$ cat src/rtl/fifo_traffic_driver.sv
// Stimulus engine for the FIFO write/read side: fill, drain, LFSR-random and
// flag-ignoring stress traffic with a sequential data pattern, plus response counters.
module fifo_traffic_driver #(
  parameter int unsigned DATA_WIDTH = 16,
  parameter int unsigned NUM_OPS    = 256,
  parameter logic [15:0] LFSR_SEED  = 16'hACE1
) (
  input  logic                  i_clk,
  input  logic                  i_rst,
  input  logic                  i_start,
  input  logic [1:0]            i_mode,
  input  logic                  i_full,
  input  logic                  i_empty,
  input  logic                  i_write_ack,
  input  logic                  i_overflow,
  input  logic                  i_underflow,
  output logic [DATA_WIDTH-1:0] o_data_in,
  output logic                  o_write_enable,
  output logic                  o_read_enable,
  output logic                  o_busy,
  output logic                  o_done,
  output logic [15:0]           o_wr_cnt,
  output logic [15:0]           o_rd_cnt,
  output logic [15:0]           o_ack_cnt,
  output logic [15:0]           o_ovf_cnt,
  output logic [15:0]           o_udf_cnt
);

  typedef enum logic [1:0] {StIdle, StRun, StDone} state_e;
  typedef enum logic [1:0] {
    ModeFill   = 2'b00,
    ModeDrain  = 2'b01,
    ModeRandom = 2'b10,
    ModeStress = 2'b11
  } mode_e;

  // An all-zero seed would lock the LFSR.
  localparam logic [15:0] SeedEff = (LFSR_SEED == 16'h0000) ? 16'hACE1 : LFSR_SEED;
  localparam logic [15:0] LastOp  = 16'(NUM_OPS - 1);

  state_e                r_state;
  mode_e                 r_mode;
  logic [15:0]           r_lfsr;
  logic [15:0]           r_op_cnt;
  logic [DATA_WIDTH-1:0] r_data;
  logic [15:0]           r_wr_cnt;
  logic [15:0]           r_rd_cnt;
  logic [15:0]           r_ack_cnt;
  logic [15:0]           r_ovf_cnt;
  logic [15:0]           r_udf_cnt;
  logic                  r_post;

  logic        w_run;
  logic        w_we;
  logic        w_re;
  logic        w_last;
  logic        w_op_step;
  logic        w_lfsr_adv;
  logic        w_lfsr_fb;
  logic [15:0] w_lfsr_next;
  logic        w_resp_win;

  assign w_run       = (r_state == StRun);
  assign w_lfsr_fb   = r_lfsr[15] ^ r_lfsr[13] ^ r_lfsr[12] ^ r_lfsr[10];
  assign w_lfsr_next = {r_lfsr[14:0], w_lfsr_fb};
  // Responses trail strobes by a cycle, so keep counting through DONE and one IDLE cycle.
  assign w_resp_win  = w_run || (r_state == StDone) || r_post;

  always_comb begin
    w_we       = 1'b0;
    w_re       = 1'b0;
    w_last     = 1'b0;
    w_op_step  = 1'b0;
    w_lfsr_adv = 1'b0;
    if (w_run && !i_rst) begin
      unique case (r_mode)
        ModeFill: begin
          w_we      = !i_full;
          w_op_step = !i_full;
          w_last    = i_full || (r_op_cnt == LastOp);
        end
        ModeDrain: begin
          w_re      = !i_empty;
          w_op_step = !i_empty;
          w_last    = i_empty || (r_op_cnt == LastOp);
        end
        ModeRandom: begin
          w_we       = r_lfsr[0] & !i_full;
          w_re       = r_lfsr[1] & !i_empty;
          w_op_step  = 1'b1;
          w_lfsr_adv = 1'b1;
          w_last     = (r_op_cnt == LastOp);
        end
        ModeStress: begin
          w_we       = r_lfsr[0];
          w_re       = r_lfsr[1];
          w_op_step  = 1'b1;
          w_lfsr_adv = 1'b1;
          w_last     = (r_op_cnt == LastOp);
        end
        default: ;
      endcase
    end
  end

  always_ff @(posedge i_clk) begin
    if (i_rst) begin
      r_state   <= StIdle;
      r_mode    <= ModeFill;
      r_lfsr    <= SeedEff;
      r_op_cnt  <= '0;
      r_data    <= '0;
      r_wr_cnt  <= '0;
      r_rd_cnt  <= '0;
      r_ack_cnt <= '0;
      r_ovf_cnt <= '0;
      r_udf_cnt <= '0;
      r_post    <= 1'b0;
    end else begin
      r_post <= 1'b0;
      if (w_resp_win) begin
        r_ack_cnt <= r_ack_cnt + 16'(i_write_ack);
        r_ovf_cnt <= r_ovf_cnt + 16'(i_overflow);
        r_udf_cnt <= r_udf_cnt + 16'(i_underflow);
      end
      unique case (r_state)
        StIdle: begin
          if (i_start) begin
            r_state   <= StRun;
            r_mode    <= mode_e'(i_mode);
            r_lfsr    <= SeedEff;
            r_op_cnt  <= '0;
            r_data    <= '0;
            r_wr_cnt  <= '0;
            r_rd_cnt  <= '0;
            r_ack_cnt <= '0;
            r_ovf_cnt <= '0;
            r_udf_cnt <= '0;
          end
        end
        StRun: begin
          if (w_we) begin
            r_data   <= r_data + DATA_WIDTH'(1);
            r_wr_cnt <= r_wr_cnt + 16'd1;
          end
          if (w_re) begin
            r_rd_cnt <= r_rd_cnt + 16'd1;
          end
          if (w_op_step) begin
            r_op_cnt <= r_op_cnt + 16'd1;
          end
          if (w_lfsr_adv) begin
            r_lfsr <= w_lfsr_next;
          end
          if (w_last) begin
            r_state <= StDone;
          end
        end
        StDone: begin
          r_state <= StIdle;
          r_post  <= 1'b1;
        end
        default: r_state <= StIdle;
      endcase
    end
  end

  assign o_data_in      = r_data;
  assign o_write_enable = w_we;
  assign o_read_enable  = w_re;
  assign o_busy         = (r_state != StIdle);
  assign o_done         = (r_state == StDone);
  assign o_wr_cnt       = r_wr_cnt;
  assign o_rd_cnt       = r_rd_cnt;
  assign o_ack_cnt      = r_ack_cnt;
  assign o_ovf_cnt      = r_ovf_cnt;
  assign o_udf_cnt      = r_udf_cnt;

endmodule

$ cat config.mk
export PLATFORM = sky130hd
export DESIGN_NAME = fifo_traffic_driver
export DESIGN_NICKNAME = d
export VERILOG_FILES = /design/src/rtl/fifo_traffic_driver.sv
export SDC_FILE = /design/constraint.sdc
export NUM_CORES = 1
export LEC_CHECK = 0
export CAP_MARGIN = 20
export CORE_ASPECT_RATIO = 0.6
export CORE_UTILIZATION = 57
export DETAILED_ROUTE_END_ITERATION = 8
export GPL_TIMING_DRIVEN = 0
export PLACE_DENSITY = 0.86
export RECOVER_POWER = 100
export SYNTH_ARGS = -nofsm -noshare
export SYNTH_HDL_FRONTEND = slang
export SYNTH_SLANG_ARGS = --single-unit
$ cat constraint.sdc
create_clock -name i_clk -period 6.7 [get_ports i_clk]
set_input_delay 2.01 -clock i_clk [delete_from_list [all_inputs] [get_ports i_clk]]
set_output_delay 2.01 -clock i_clk [all_outputs]
set_load 0.01 [all_outputs]
# Word level (Yosys, flattened, before mapping)
# Index checks and enable logic that the tools add are counted.
# word_totals
reg_bits,133
in_bits,10
output_inout_bits,100
word_cells,89
# op_classes
add_sub_neg,7
eq_ne,12
n_mux,35
bitwise,5
n_reduce_logical,19
# op_table
operator,count
$mux W16,16
$pmux W16 S2,5
$add A16 B1 Y16 const B,4
$add A16 B1 Y16,3
$eq A16 B8 Y1 const B,1
$pmux W1 S3,4
$reduce_and A3 Y1,4
$mux W1,7
$eq A2 B2 Y1 const B,3
$ne A2 B1 Y1 const B,3
$ne A2 B2 Y1 const B,3
$eq A2 B1 Y1 const B,2
$logic_not A2 Y1,2
$logic_or A1 B1 Y1,4
$mux W2,2
$pmux W2 S2,1
$reduce_and A2 Y1,2
$reduce_bool A2 Y1,2
$logic_not A1 Y1,3
$xor A1 B1 Y1,3
$and A1 B1 Y1,2
$reduce_or A2 Y1,1
$logic_and A1 B1 Y1,1

# Logic depth before layout (Yosys ltp)
# Gate-level depths: netlist of the first run.
# depth
ltp_word,6
depth_mapped,10

# Worst setup path before layout of the first run
# OpenSTA, ideal clock, no wires.
# synth_path
path_type,input port to output port
startpoint,input i_rst
endpoint,output o_write_enable
arrival_time_ns,2.823
required_ns,4.690
path_slack_ns,1.867
path_stages,3
path_buffers,1
path_cell_list,clkbuf_1 -> nand2b_1 -> nor4_1
# synth_via
elab_chain_cells,3
# synth_rtl
element,line_no,source
"start, declared",9,"input logic i_rst,"
$logic_not A1 Y1,75,if (w_run && !i_rst) begin
$logic_and A1 B1 Y1,75,
$mux W1,75,
"end, declared",18,"output logic o_write_enable,"
# Every way passes these cells.

# Worst setup path after layout of the first run
# Same ends and word-level chain as after synthesis.

==> results of run 1 <==
==> logic make-up after synthesis <==
| kind of cell | after synthesis | synth area share |
|---|---|---|
| fa+ha+maj | 15 | 0.0307 |
| flops | 133 | 0.436 |
| buf+inv | 50 | 0.0356 |
| xor+xnor | 84 | 0.120 |
| simple gates | 342 | 0.278 |
| compound gates | 88 | 0.0860 |
| mux | 8 | 0.0137 |
==> layout by cell type, fill, tap and decap left out, types with 4 or more instances in the layout <==
| cell | instances |
|---|---|
| sky130_fd_sc_hd__clkdlybuf4s50_1 | 5 |
| sky130_fd_sc_hd__clkbuf_16 | 17 |
| sky130_fd_sc_hd__inv_6 | 4 |
| sky130_fd_sc_hd__o21bai_1 | 7 |
| sky130_fd_sc_hd__nand2b_1 | 5 |
| sky130_fd_sc_hd__nand2_1 | 51 |
| sky130_fd_sc_hd__nor2_1 | 113 |
| sky130_fd_sc_hd__clkbuf_1 | 32 |
| sky130_fd_sc_hd__a21oi_1 | 39 |
| sky130_fd_sc_hd__nand4_1 | 30 |
| sky130_fd_sc_hd__nor4_1 | 14 |
| sky130_fd_sc_hd__and4_1 | 11 |
| sky130_fd_sc_hd__or3_1 | 19 |
| sky130_fd_sc_hd__xor2_1 | 51 |
| sky130_fd_sc_hd__nand3_1 | 44 |
| sky130_fd_sc_hd__and3_1 | 14 |
| sky130_fd_sc_hd__ha_1 | 15 |
| sky130_fd_sc_hd__dfxtp_1 | 133 |
| sky130_fd_sc_hd__nor2b_1 | 4 |
| sky130_fd_sc_hd__mux2i_1 | 5 |
| sky130_fd_sc_hd__xnor2_1 | 33 |
| sky130_fd_sc_hd__o21ai_0 | 21 |
| sky130_fd_sc_hd__dlygate4sd3_1 | 104 |
| sky130_fd_sc_hd__inv_1 | 13 |
| sky130_fd_sc_hd__nor3_1 | 24 |
==> worst max-delay path, delay by kind of cell <==
kind / cells / cell delay, ns
buf+inv: 3 / 1.43
simple gates: 2 / 0.56
==> layout make-up <==
| class | count | area [um^2] | area share |
|---|---|---|---|
| clock buffer | 18 | 439 | 0.0552 |
| timing repair buffer | 109 | 1090 | 0.137 |
| clock inverter | 14 | 150 | 0.0189 |
| inverter | 13 | 48.8 | 0.00614 |
| multi-input combinational | 537 | 3230 | 0.407 |
| tap | 135 | 169 | 0.0212 |
| buffer | 37 | 158 | 0.0198 |
| sequential | 133 | 2660 | 0.335 |
==> flip-flops by register name (all words and copies together), names as in the netlist <==
register   cells
o_rd_cnt      16
o_wr_cnt      16
r_state        2
o_data_in     16
r_mode         2
r_lfsr        16
r_post         1
o_ovf_cnt     16
r_op_cnt      16
o_udf_cnt     16
o_ack_cnt     16
==> stage by stage <==
stage / hold WS [ns] / instance area (um^2) / total power (W) / instances
floorplan: 0.432 / 6110 / 0.00126 / 720
global placement: 0.439 / 7370 / 0.00141 / 964
detailed placement: 0.446 / 7370 / 0.00144 / 964
CTS: 0.454 / 7960 / 0.00236 / 996
global route: 0.478 / 7950 / 0.00244 / 996
finish: 0.455 / 7950 / 0.00236 / 996
==> Yosys cell counts (all sizes together), types with 7 or more instances <==
| cell type | number | share of area |
|---|---|---|
| a21oi | 39 | 0.032 |
| and3 | 14 | 0.014 |
| and4 | 11 | 0.016 |
| buf | 14 | 0.014 |
| clkbuf | 23 | 0.014 |
| dfxtp | 133 | 0.44 |
| ha | 15 | 0.031 |
| inv | 13 | 0.0080 |
| nand2 | 51 | 0.031 |
| nand3 | 44 | 0.036 |
| nand4 | 30 | 0.031 |
| nor2 | 113 | 0.069 |
| nor3 | 24 | 0.020 |
| nor4 | 14 | 0.014 |
| o21ai | 21 | 0.017 |
| o21bai | 7 | 0.0086 |
| or3 | 19 | 0.019 |
| xnor2 | 33 | 0.047 |
| xor2 | 51 | 0.073 |
==> power breakdown <==
| group | total [W] | internal [W] | switching [W] |
|---|---|---|---|
| sequential | 0.000859 | 0.000825 | 0.0000334 |
| clock | 0.000925 | 0.000561 | 0.000364 |
| combinational | 0.000573 | 0.000169 | 0.000405 |
| total | 0.00236 | 0.00155 | 0.000802 |
==> per-layer routing <==
layer  global-route usage  routed length, um  vias to the layer above
met5                    0                  0                        -
met1                0.406               7610                     2843
met4                0.113                204                        0
met3               0.0665               1180                       27
met2                0.488               7570                      247
li1                     -                  -                     2773
==> how the worst min path moves through the flow <==
stage	start	end	cells after the start
floorplan	r_lfsr[3]	r_lfsr[3]	2
global placement	r_lfsr[3]	r_lfsr[3]	2
detailed placement	r_lfsr[4]	r_lfsr[4]	2
CTS	r_lfsr[4]	r_lfsr[4]	2
global route	r_lfsr[4]	r_lfsr[4]	2
finish	r_lfsr[4]	r_lfsr[4]	2
==> key figures, run 1 <==
Outcome
  – Run status: finished, final reports clean

Worst setup path
  – Category of the most critical setup path: in2out
  – CP max-delay cell: sky130_fd_sc_hd__dlygate4sd3_1
  – Data arrival time of the worst path: 4.01 ns
  – Capturing instance or port of the critical path: o_write_enable
  – Kind of start point of the critical path: primary input
  – Capturing element type of the critical path: output port
  – Reg2Reg Depth: 9
  – Beginning of the worst register-to-register path: r_state[0]
  – Worst Path Max Fanout: 10
  – Most prevalent standard cell on the critical path: sky130_fd_sc_hd__dlygate4sd3_1
  – Worst-path cell chain: dlygate4sd3_1 > clkbuf_1 > nand2b_1 > nor4_1 > dlygate4sd3_1
  – Required time worst endpoint: 4.69 ns
  – Critical Path Max Stage Delay: 0.64 ns
  – Setup slack of the most critical reg-to-reg path: 3.82 ns
  – Critical register-to-register path endpoint: o_wr_cnt[15]
  – Timing startpoint of the critical path: i_rst

Power
  – VDD IR-drop max: 0.000199 V
  – Power per standard cell area: 296 nW/um^2
  – Leakage Power: 3.10 nW

Detailed routing
  – Final wirelength: 16,600 um
  – Initial DRC Count: 497
  – Vias: 5,890
  – Vias per inst: 5.91
  – DRT Pass-1 Iters: 5
  – DRC violations left: 0
  – Post-route antenna net violation count: 0
  – Wire length per cell: 16.6 um

Synth
  – Most frequently used flop master after synthesis: sky130_fd_sc_hd__dfxtp_1
  – Nets in the synthesized netlist: 745
  – Sequential area share after synthesis: 0.436
  – Mapped Area: 6110 um^2
  – Share of synthesized flip-flops with an asynchronous set or reset: 0
  – Count of distinct cell types in the synthesized netlist: 44
  – Synth Register Bits: 133
  – Post-Synthesis Cells: 720
  – Number of enable flip-flop cells after synthesis: 0
  – Mean post-synth cell area: 8.49 um^2
  – Synthesis warning total: 0

Timing
  – Total count of max-transition violations in the final report: 0
  – Total negative slack for setup checks: 0 ns
  – Max Clock Skew: 0.00800 ns
  – Shortest period the worst path allows: 6.02 ns
  – Ratio of final minimum period to clock period: 0.898
  – Worst slew margin relative to its limit: 0.306
  – Count of final setup violators: 0
  – Hold Fails Final Rpt: 0
  – Fin worst setup slack: 0.683 ns
  – Timing-limited maximum frequency: 0.166 GHz
  – RSZ-0062 raised after global routing: false
  – Slew @ Worst Pin: 1.01 ns

Cells and area
  – Number of filler instances in the final layout: 680
  – Share of cells above drive strength 1: 0.0523
  – Area added between synthesis and finish: 30.1%
  – Antenna diode count: 0
  – Post-layout nets: 873
  – Final core utilization: 0.785

Floorplan
  – Floorplan Core Area: 10,100 um^2
  – Initial Utilization: 0.604
  – IO Pins: 110
  – Row count: 28
  – Vertical extent of the die: 82.2 um
  – Die width: 136 um
  – DIE AREA: 11,200 um^2

CTS
  – Number of levels the H-tree was split into: 4
  – Clk_lat worst skew: 0.41 ns
  – Number of post-CTS setup repair buffers: 0
  – TritonCTS sink count: 133
  – Number of buffers inserted during clock tree synthesis: 17
  – Cts hold-fix bufs: 0
  – TritonCTS clock tree: done
  – Number of buffers between clock root and the deepest sink: 2
  – Clock-pin transition on the worst setup and hold timing paths: 0.06 ns
  – Buffer type at the clock tree root: sky130_fd_sc_hd__clkbuf_16
  – Post-cts gate resize count: 0

Place
  – Number of port buffers: 109
  – RePlAce Congestion: 0.884
  – Post-placement setup slack: 0.845 ns
  – DPL Wire Length: 11,600 um

GRT
  – Global-route wire length before repair: 26,600 um
  – GRT Total Usage: 0.305
  – Initial antenna violation count: 0
  – Largest net degree at the start of global routing: 17
  – Grt ovf: 0
  – Vias in the first global route: 5,567

Flow run
  – Count of max-cap constraint violations: 0

Min path
  – Class of the tightest hold or removal check: reg2reg
No activity file was read; power rests on OpenSTA's default activity.
==> run 2: changes to the inputs <==
--- a/config.mk
+++ b/config.mk
@@ -7,10 +7,11 @@
 export LEC_CHECK = 0
 export CAP_MARGIN = 20
 export CORE_ASPECT_RATIO = 0.6
-export CORE_UTILIZATION = 57
+export CORE_UTILIZATION = 48
 export DETAILED_ROUTE_END_ITERATION = 8
+export GPL_ROUTABILITY_DRIVEN = 0
 export GPL_TIMING_DRIVEN = 0
-export PLACE_DENSITY = 0.86
+export PLACE_DENSITY = 0.77
 export RECOVER_POWER = 100
 export SYNTH_ARGS = -nofsm -noshare
 export SYNTH_HDL_FRONTEND = slang
==> constraint.sdc (replaced) <==
create_clock -name i_clk -period 5 [get_ports i_clk]
set_input_delay 1.5 -clock i_clk [delete_from_list [all_inputs] [get_ports i_clk]]
set_output_delay 1.5 -clock i_clk [all_outputs]
set_load 0.01 [all_outputs]
==> run 2 against run 1 <==
  * Via count fell by 5.4%
  * Largest cell class unchanged
  * Cell count rose by 3.0%
  * Global-route usage fell by 6.5 points
  * First-iteration DRC count fell by 40%
  * Clock power rose by 44%
  * Die area rose by 18%
  * Clock skew rose by 0.0041 ns
  * Largest power group unchanged
  * Core utilization fell by 13 points
  * Sequential power rose by 34%
  * Sequential share of layout area fell by 0.30 points
  * Routed wire length fell by 4.5%
  * Combinational power rose by 32%
==> key figures, run 2 (synthesis gave the netlist of run 1 again) <==
Worst setup path
  – Critical register-to-register path endpoint: o_rd_cnt[10]
  – Required time worst endpoint: 3.50 ns (-1.19 ns)
  – Critical Path Max Stage Delay: 0.58 ns (-0.06 ns)
  – Reg2Reg Depth: 9 (unchanged)
  – Setup slack of the most critical reg-to-reg path: 2.24 ns (-1.58 ns)
  – Most prevalent standard cell on the critical path: sky130_fd_sc_hd__clkdlybuf4s50_1
  – CP max-delay cell: sky130_fd_sc_hd__clkdlybuf4s50_1
  – Capturing element type of the critical path: output port
  – Worst-path cell chain: clkdlybuf4s50_1 > clkbuf_1 > nand2b_1 > nor4_1 > clkdlybuf4s50_1
  – Worst Path Max Fanout: 10 (unchanged)
  – Kind of start point of the critical path: primary input
  – Category of the most critical setup path: in2out
  – Data arrival time of the worst path: 3.32 ns (-0.69 ns)
  – Beginning of the worst register-to-register path: r_state[0]

Timing
  – Ratio of final minimum period to clock period: 0.963
  – Hold Fails Final Rpt: 0 (unchanged)
  – Shortest period the worst path allows: 4.82 ns
  – Max Clock Skew: 0.0121 ns (+0.00410 ns)
  – Worst slew margin relative to its limit: 0.342 (+0.0354)
  – RSZ-0062 raised after global routing: false
  – Slew @ Worst Pin: 0.960 ns (-0.0516 ns)
  – Worst hold margin: 0.458 ns (+0.00312 ns)
  – Count of final setup violators: 0 (unchanged)
  – Timing-limited maximum frequency: 0.208 GHz
  – Total negative slack for setup checks: 0 ns (unchanged)
  – Total count of max-transition violations in the final report: 0 (unchanged)
  – Fin worst setup slack: 0.183 ns (-0.500 ns)

CTS
  – Cts hold-fix bufs: 0 (unchanged)
  – Number of levels the H-tree was split into: 4 (unchanged)
  – TritonCTS sink count: 133 (unchanged)
  – Number of buffers inserted during clock tree synthesis: 17 (unchanged)
  – Number of post-CTS setup repair buffers: 0 (unchanged)
  – Number of buffers between clock root and the deepest sink: 2 (unchanged)
  – Clk_lat worst skew: 0.42 ns (about the same)
  – Clock-pin transition on the worst setup and hold timing paths: 0.05 ns (about the same)
  – Post-cts gate resize count: 0 (unchanged)
  – Buffer type at the clock tree root: sky130_fd_sc_hd__clkbuf_16
  – TritonCTS clock tree: done

Place
  – Number of port buffers: 109 (unchanged)
  – Dpl cell area: 7410 um^2 (+0.51%)
  – Post-placement setup slack: 0.196 ns (-0.648 ns)
  – DPL Wire Length: 11,400 um (-1.8%)

Min path
  – Worst hold stages: 2 (unchanged)
  – Worst Hold Path EP: r_lfsr[3]
  – Start point of the worst hold path: r_lfsr[3]
  – Class of the tightest hold or removal check: reg2reg

Cells and area
  – Antenna diode count: 0 (unchanged)
  – Most common cell after layout, fill and taps aside: sky130_fd_sc_hd__dfxtp_1
  – Post-layout nets: 873 (unchanged)
  – Top library cells by usage in the layout, fill and taps aside: sky130_fd_sc_hd__dfxtp_1 (133), sky130_fd_sc_hd__nor2_1 (113), sky130_fd_sc_hd__dlygate4sd3_1 (102)
  – Number of filler instances in the final layout: 1,026 (+51%)
  – Share of cells above drive strength 1: 0.0511 (-0.00116)
  – Fin area: 8020 um^2 (+0.91%)
  – Area added between synthesis and finish: 31.3%

Power
  – Power per standard cell area: 403 nW/um^2 (+36%)
  – Leakage Power: 3.10 nW (about the same)
  – VDD IR-drop max: 0.000273 V (+37%)

Detailed routing
  – Initial DRC Count: 299 (-40%)
  – Vias: 5,572 (-5.4%)
  – Post-route antenna net violation count: 0 (unchanged)
  – Final wirelength: 15,800 um (-4.5%)
  – Wire length per cell: 15.4 um (-7.3%)
  – DRT Pass-1 Iters: 4 (-1)
  – Vias per inst: 5.43 (-8.2%)
  – DRC violations left: 0 (unchanged)

Floorplan
  – Initial Utilization: 0.500 (-0.103)
  – Floorplan Core Area: 12,200 um^2 (+21%)
  – DIE AREA: 13,200 um^2 (+18%)
  – Vertical extent of the die: 89.4 um (+8.8%)
  – Row count: 31 (+11%)
  – IO Pins: 110 (unchanged)
  – Die width: 148 um (+8.8%)

GRT
  – Grt ovf: 0 (unchanged)
  – Largest net degree at the start of global routing: 17 (unchanged)
  – Initial antenna violation count: 0 (unchanged)
  – Global-route wire length before repair: 25,100 um (-5.4%)
  – GRT Total Usage: 0.240 (-0.0650)
  – Vias in the first global route: 5,198 (-6.6%)

Flow run
  – Count of max-cap constraint violations: 0 (unchanged)

Outcome
  – Run status: finished, final reports clean
==> run 2: cell count changes in the layout (fill, tap and decap cells not counted), sizes merged <==
cell / change
dlygate4sd3: -2
clkinv: -3
inv: -1
clkdlybuf4s50: +2
clkinvlp: +2
bufinv: +2
==> run 2: area by class of cell <==
type / instances / area, um^2 / area share
Buffer: 37 / 151 / 0.0189
Clock buffer: 18 / 429 / 0.0535
Clock inverter: 14 / 201 / 0.0251
Inverter: 13 / 48.8 / 0.00608
Multi-Input combinational cell: 537 / 3230 / 0.403
Sequential cell: 133 / 2660 / 0.332
Tap cell: 165 / 206 / 0.0257
Timing Repair Buffer: 109 / 1090 / 0.136
==> run 2: per-stage QoR <==
| step | cells | util | power, W |
|---|---|---|---|
| final | 1026 | 0.657 | 0.00324 |
| after global routing | 1026 | 0.657 | 0.00338 |
| after CTS | 1026 | 0.658 | 0.00326 |
| after detailed placement | 994 | 0.606 | 0.00193 |
| after global placement | 994 | 0.606 | 0.00190 |
| after floorplan | 720 | - | 0.00168 |
==> run 2: report_power, final <==
group | switching, W | internal, W | total, W
clock network | 0.000494 | 0.000841 | 0.00133
registers | 0.0000408 | 0.00111 | 0.00115
logic | 0.000527 | 0.000229 | 0.000756
==> run 2: per-layer routing <==
layer / GRT usage / wire length, um / up-vias
met4: 0.0656 / 124 / 0
met5: 0 / 0 / -
met3: 0.0602 / 782 / 13
li1: - / - / 2757
met2: 0.370 / 7020 / 147
met1: 0.333 / 7890 / 2655
==> run 2: how the worst max path moves through the flow <==
stage | startpoint | endpoint | slack, ns | cells after the start
4_1_cts | i_rst | o_write_enable | 0.19 | 5
5_1_grt | i_rst | o_write_enable | 0.1 | 5
3_3_place_gp | i_rst | o_write_enable | 0.22 | 5
3_5_place_dp | i_rst | o_write_enable | 0.20 | 5
6_report | i_rst | o_write_enable | 0.18 | 5
2_1_floorplan | i_rst | o_write_enable | 1.19 | 3
==> run 2: worst max-delay path, delay by kind of cell <==
family                 cells  cell delay, ns
buffers and inverters      3            1.24
and+or+nand+nor            2            0.57
==> run 3: changes to the inputs <==
--- a/config.mk
+++ b/config.mk
@@ -6,7 +6,6 @@
 export NUM_CORES = 1
 export LEC_CHECK = 0
 export CAP_MARGIN = 20
-export CORE_ASPECT_RATIO = 0.6
 export CORE_UTILIZATION = 48
 export DETAILED_ROUTE_END_ITERATION = 8
 export GPL_ROUTABILITY_DRIVEN = 0
==> constraint.sdc (replaced) <==
create_clock -name i_clk -period 3.89 [get_ports i_clk]
set_input_delay 1.167 -clock i_clk [delete_from_list [all_inputs] [get_ports i_clk]]
set_output_delay 1.167 -clock i_clk [all_outputs]
set_load 0.01 [all_outputs]
==> run 3 against run 2 <==
  * Critical path type unchanged
  * Worst setup slack worse by 0.063 ns
  * Design area is 0.20% higher
  * Power is 24% higher
  * Cell count is 0.39% higher
  * Non-clock buffer count is 1 higher
  * Global-route usage is 0.36 points lower
  * Via count is 0.56% higher
  * Combinational power is 24% higher
  * Sequential cell count stayed put
==> key figures, run 3 (synthesis gave the netlist of run 1 again) <==
Timing
  – Hold Fails Final Rpt: 0 (unchanged)
  – Count of final setup violators: 0 (unchanged)
  – Ratio of final minimum period to clock period: 0.969
  – Fin worst setup slack: 0.120 ns (-0.0631 ns)
  – Timing-limited maximum frequency: 0.265 GHz
  – Shortest period the worst path allows: 3.77 ns
  – Worst slew margin relative to its limit: 0.448 (+0.106)
  – RSZ-0062 raised after global routing: false
  – Total count of max-transition violations in the final report: 0 (unchanged)
  – Slew @ Worst Pin: 0.806 ns (-0.154 ns)
  – Max Clock Skew: 0.00610 ns (-0.00601 ns)
  – Worst hold margin: 0.456 ns (-0.00252 ns)

Flow run
  – Count of max-cap constraint violations: 0 (unchanged)

Worst setup path
  – Beginning of the worst register-to-register path: r_state[1]
  – Required time worst endpoint: 2.72 ns (-0.78 ns)
  – Worst-path cell chain: clkdlybuf4s50_1 > clkbuf_2 > nand2b_4 > nor4_4 > dlygate4sd2_1
  – Capturing element type of the critical path: output port
  – Kind of start point of the critical path: primary input
  – Critical Path Max Stage Delay: 0.43 ns (-0.15 ns)
  – CP max-delay cell: sky130_fd_sc_hd__clkdlybuf4s50_1
  – Setup slack of the most critical reg-to-reg path: 1.21 ns (-1.03 ns)
  – Data arrival time of the worst path: 2.60 ns (-0.72 ns)
  – Worst Path Max Fanout: 10 (unchanged)
  – Category of the most critical setup path: in2out
  – Timing startpoint of the critical path: i_rst

Place
  – DPL Wire Length: 10,900 um (-4.5%)
  – Post-placement setup slack: -0.439 ns (-0.636 ns)
  – Number of port buffers: 109 (unchanged)
  – Dpl cell area: 7410 um^2 (about the same)
  – Post-placement cell count: 997 (+0.30%)

Min path
  – Class of the tightest hold or removal check: reg2reg
  – Start point of the worst hold path: r_lfsr[3]

Detailed routing
  – Vias per inst: 5.44 (+0.17%)
  – DRC violations left: 0 (unchanged)
  – DRT Pass-1 Iters: 6 (+2)
  – Initial DRC Count: 415 (+39%)
  – Wire length per cell: 14.7 um (-4.8%)
  – Vias: 5,603 (+0.56%)
  – Post-route antenna net violation count: 0 (unchanged)
  – Final wirelength: 15,100 um (-4.5%)

Floorplan
  – Die width: 115 um (-22%)
  – Row count: 40 (+29%)
  – IO Pins: 110 (unchanged)
  – Vertical extent of the die: 115 um (+28%)
  – DIE AREA: 13,200 um^2 (-0.11%)
  – Initial Utilization: 0.501 (about the same)
  – Floorplan Core Area: 12,200 um^2 (about the same)

Cells and area
  – Antenna diode count: 0 (unchanged)
  – Number of filler instances in the final layout: 1,039 (+1.3%)
  – Fin area: 8040 um^2 (+0.20%)
  – Share of cells above drive strength 1: 0.0545 (+0.00342)
  – Top library cells by usage in the layout, fill and taps aside: sky130_fd_sc_hd__dfxtp_1 (133), sky130_fd_sc_hd__nor2_1 (113), sky130_fd_sc_hd__dlygate4sd3_1 (101)
  – Area added between synthesis and finish: 31.5%
  – Final instance count without filler cells: 1,030 (+0.39%)
  – Post-layout nets: 874 (+0.11%)
  – Most common cell after layout, fill and taps aside: sky130_fd_sc_hd__dfxtp_1

GRT
  – Initial antenna violation count: 0 (unchanged)
  – Largest net degree at the start of global routing: 17 (unchanged)
  – GRT Total Usage: 0.236 (-0.00357)
  – Global-route wire length before repair: 24,700 um (-1.9%)
  – Grt ovf: 0 (unchanged)
  – Vias in the first global route: 5,288 (+1.7%)

Outcome
  – Run status: finished, final reports clean

Power
  – VDD IR-drop max: 0.000345 V (+27%)
  – Leakage Power: 3.14 nW (+1.4%)
  – Power per standard cell area: 501 nW/um^2 (+24%)
  – Post-layout total power: 0.00403 W (+24%)

CTS
  – Buffer type at the clock tree root: sky130_fd_sc_hd__clkbuf_16
  – Clk_lat worst skew: 0.42 ns (about the same)
  – TritonCTS sink count: 133 (unchanged)
  – TritonCTS clock tree: done
  – Clock-pin transition on the worst setup and hold timing paths: 0.06 ns (about the same)
  – Number of buffers inserted during clock tree synthesis: 17 (unchanged)
  – Number of levels the H-tree was split into: 4 (unchanged)
  – Number of buffers between clock root and the deepest sink: 2 (unchanged)
## run 3: cell types whose count changed in the layout (fill, tap and decap cells not counted), sizes merged
cell / change
inv: -3
clkinvlp: -3
clkbuf: +7
dlygate4sd2: +1
clkdlybuf4s50: -1
bufinv: -2
dlygate4sd3: -1
dlymetal6s2s: +1
clkinv: +2
## run 3: where the power goes
part	switching, W	total [W]	internal (W)
Combinational	0.000646	0.000940	0.000294
Sequential	0.0000523	0.00147	0.00142
Clock	0.000573	0.00161	0.00104
## run 3: cell type report
type / count / area, um^2 / share of cell area
clock buffer: 24 / 512 / 0.0637
inverter: 13 / 48.8 / 0.00607
multi-input combinational: 537 / 3260 / 0.405
tap: 168 / 210 / 0.0261
sequential: 133 / 2660 / 0.331
timing repair buffer: 110 / 1100 / 0.137
buffer: 37 / 151 / 0.0188
clock inverter: 8 / 95.1 / 0.0118
## run 3: path summary, 6_finish.rpt
path | end | depth (start not counted)
setup / recovery | o_write_enable | 5
hold reg to reg | r_lfsr[3] | 2
setup reg to reg | o_rd_cnt[12] | 9
hold / removal | r_lfsr[3] | 2
## run 3: worst max-delay path: cells and delay by family
kind	cells	cell delay, ns
buf+inv	3	0.93
simple gates	2	0.51
## run 3: stage by stage
| stage | utilization | TNS, ns |
|---|---|---|
| after floorplan | - | 0 |
| after global placement | 0.607 | -0.548 |
| after detailed placement | 0.607 | -0.517 |
| after CTS | 0.660 | 0 |
| after global routing | 0.658 | 0 |
| final | 0.658 | 0 |
## run 3: per-layer routing
| metal | part of all wire | up-vias | global-route usage | wire, um |
|---|---|---|---|---|
| li1 | - | 2766 | - | - |
| met1 | 0.44 | 2678 | 0.278 | 6640 |
| met2 | 0.49 | 142 | 0.405 | 7440 |
| met3 | 0.055 | 17 | 0.0701 | 832 |
| met5 | 0 | - | 0 | 0 |
| met4 | 0.012 | 0 | 0.0892 | 188 |
## run 3: timing repair
item / CTS / global route
setup buffers: 0 / 1
cloned: 0 / 0
pin swaps: 0 / 2
resized for setup: 8 / 1
endpoints found under the setup margin: 2 / 1
hold buffers: 0 / 0
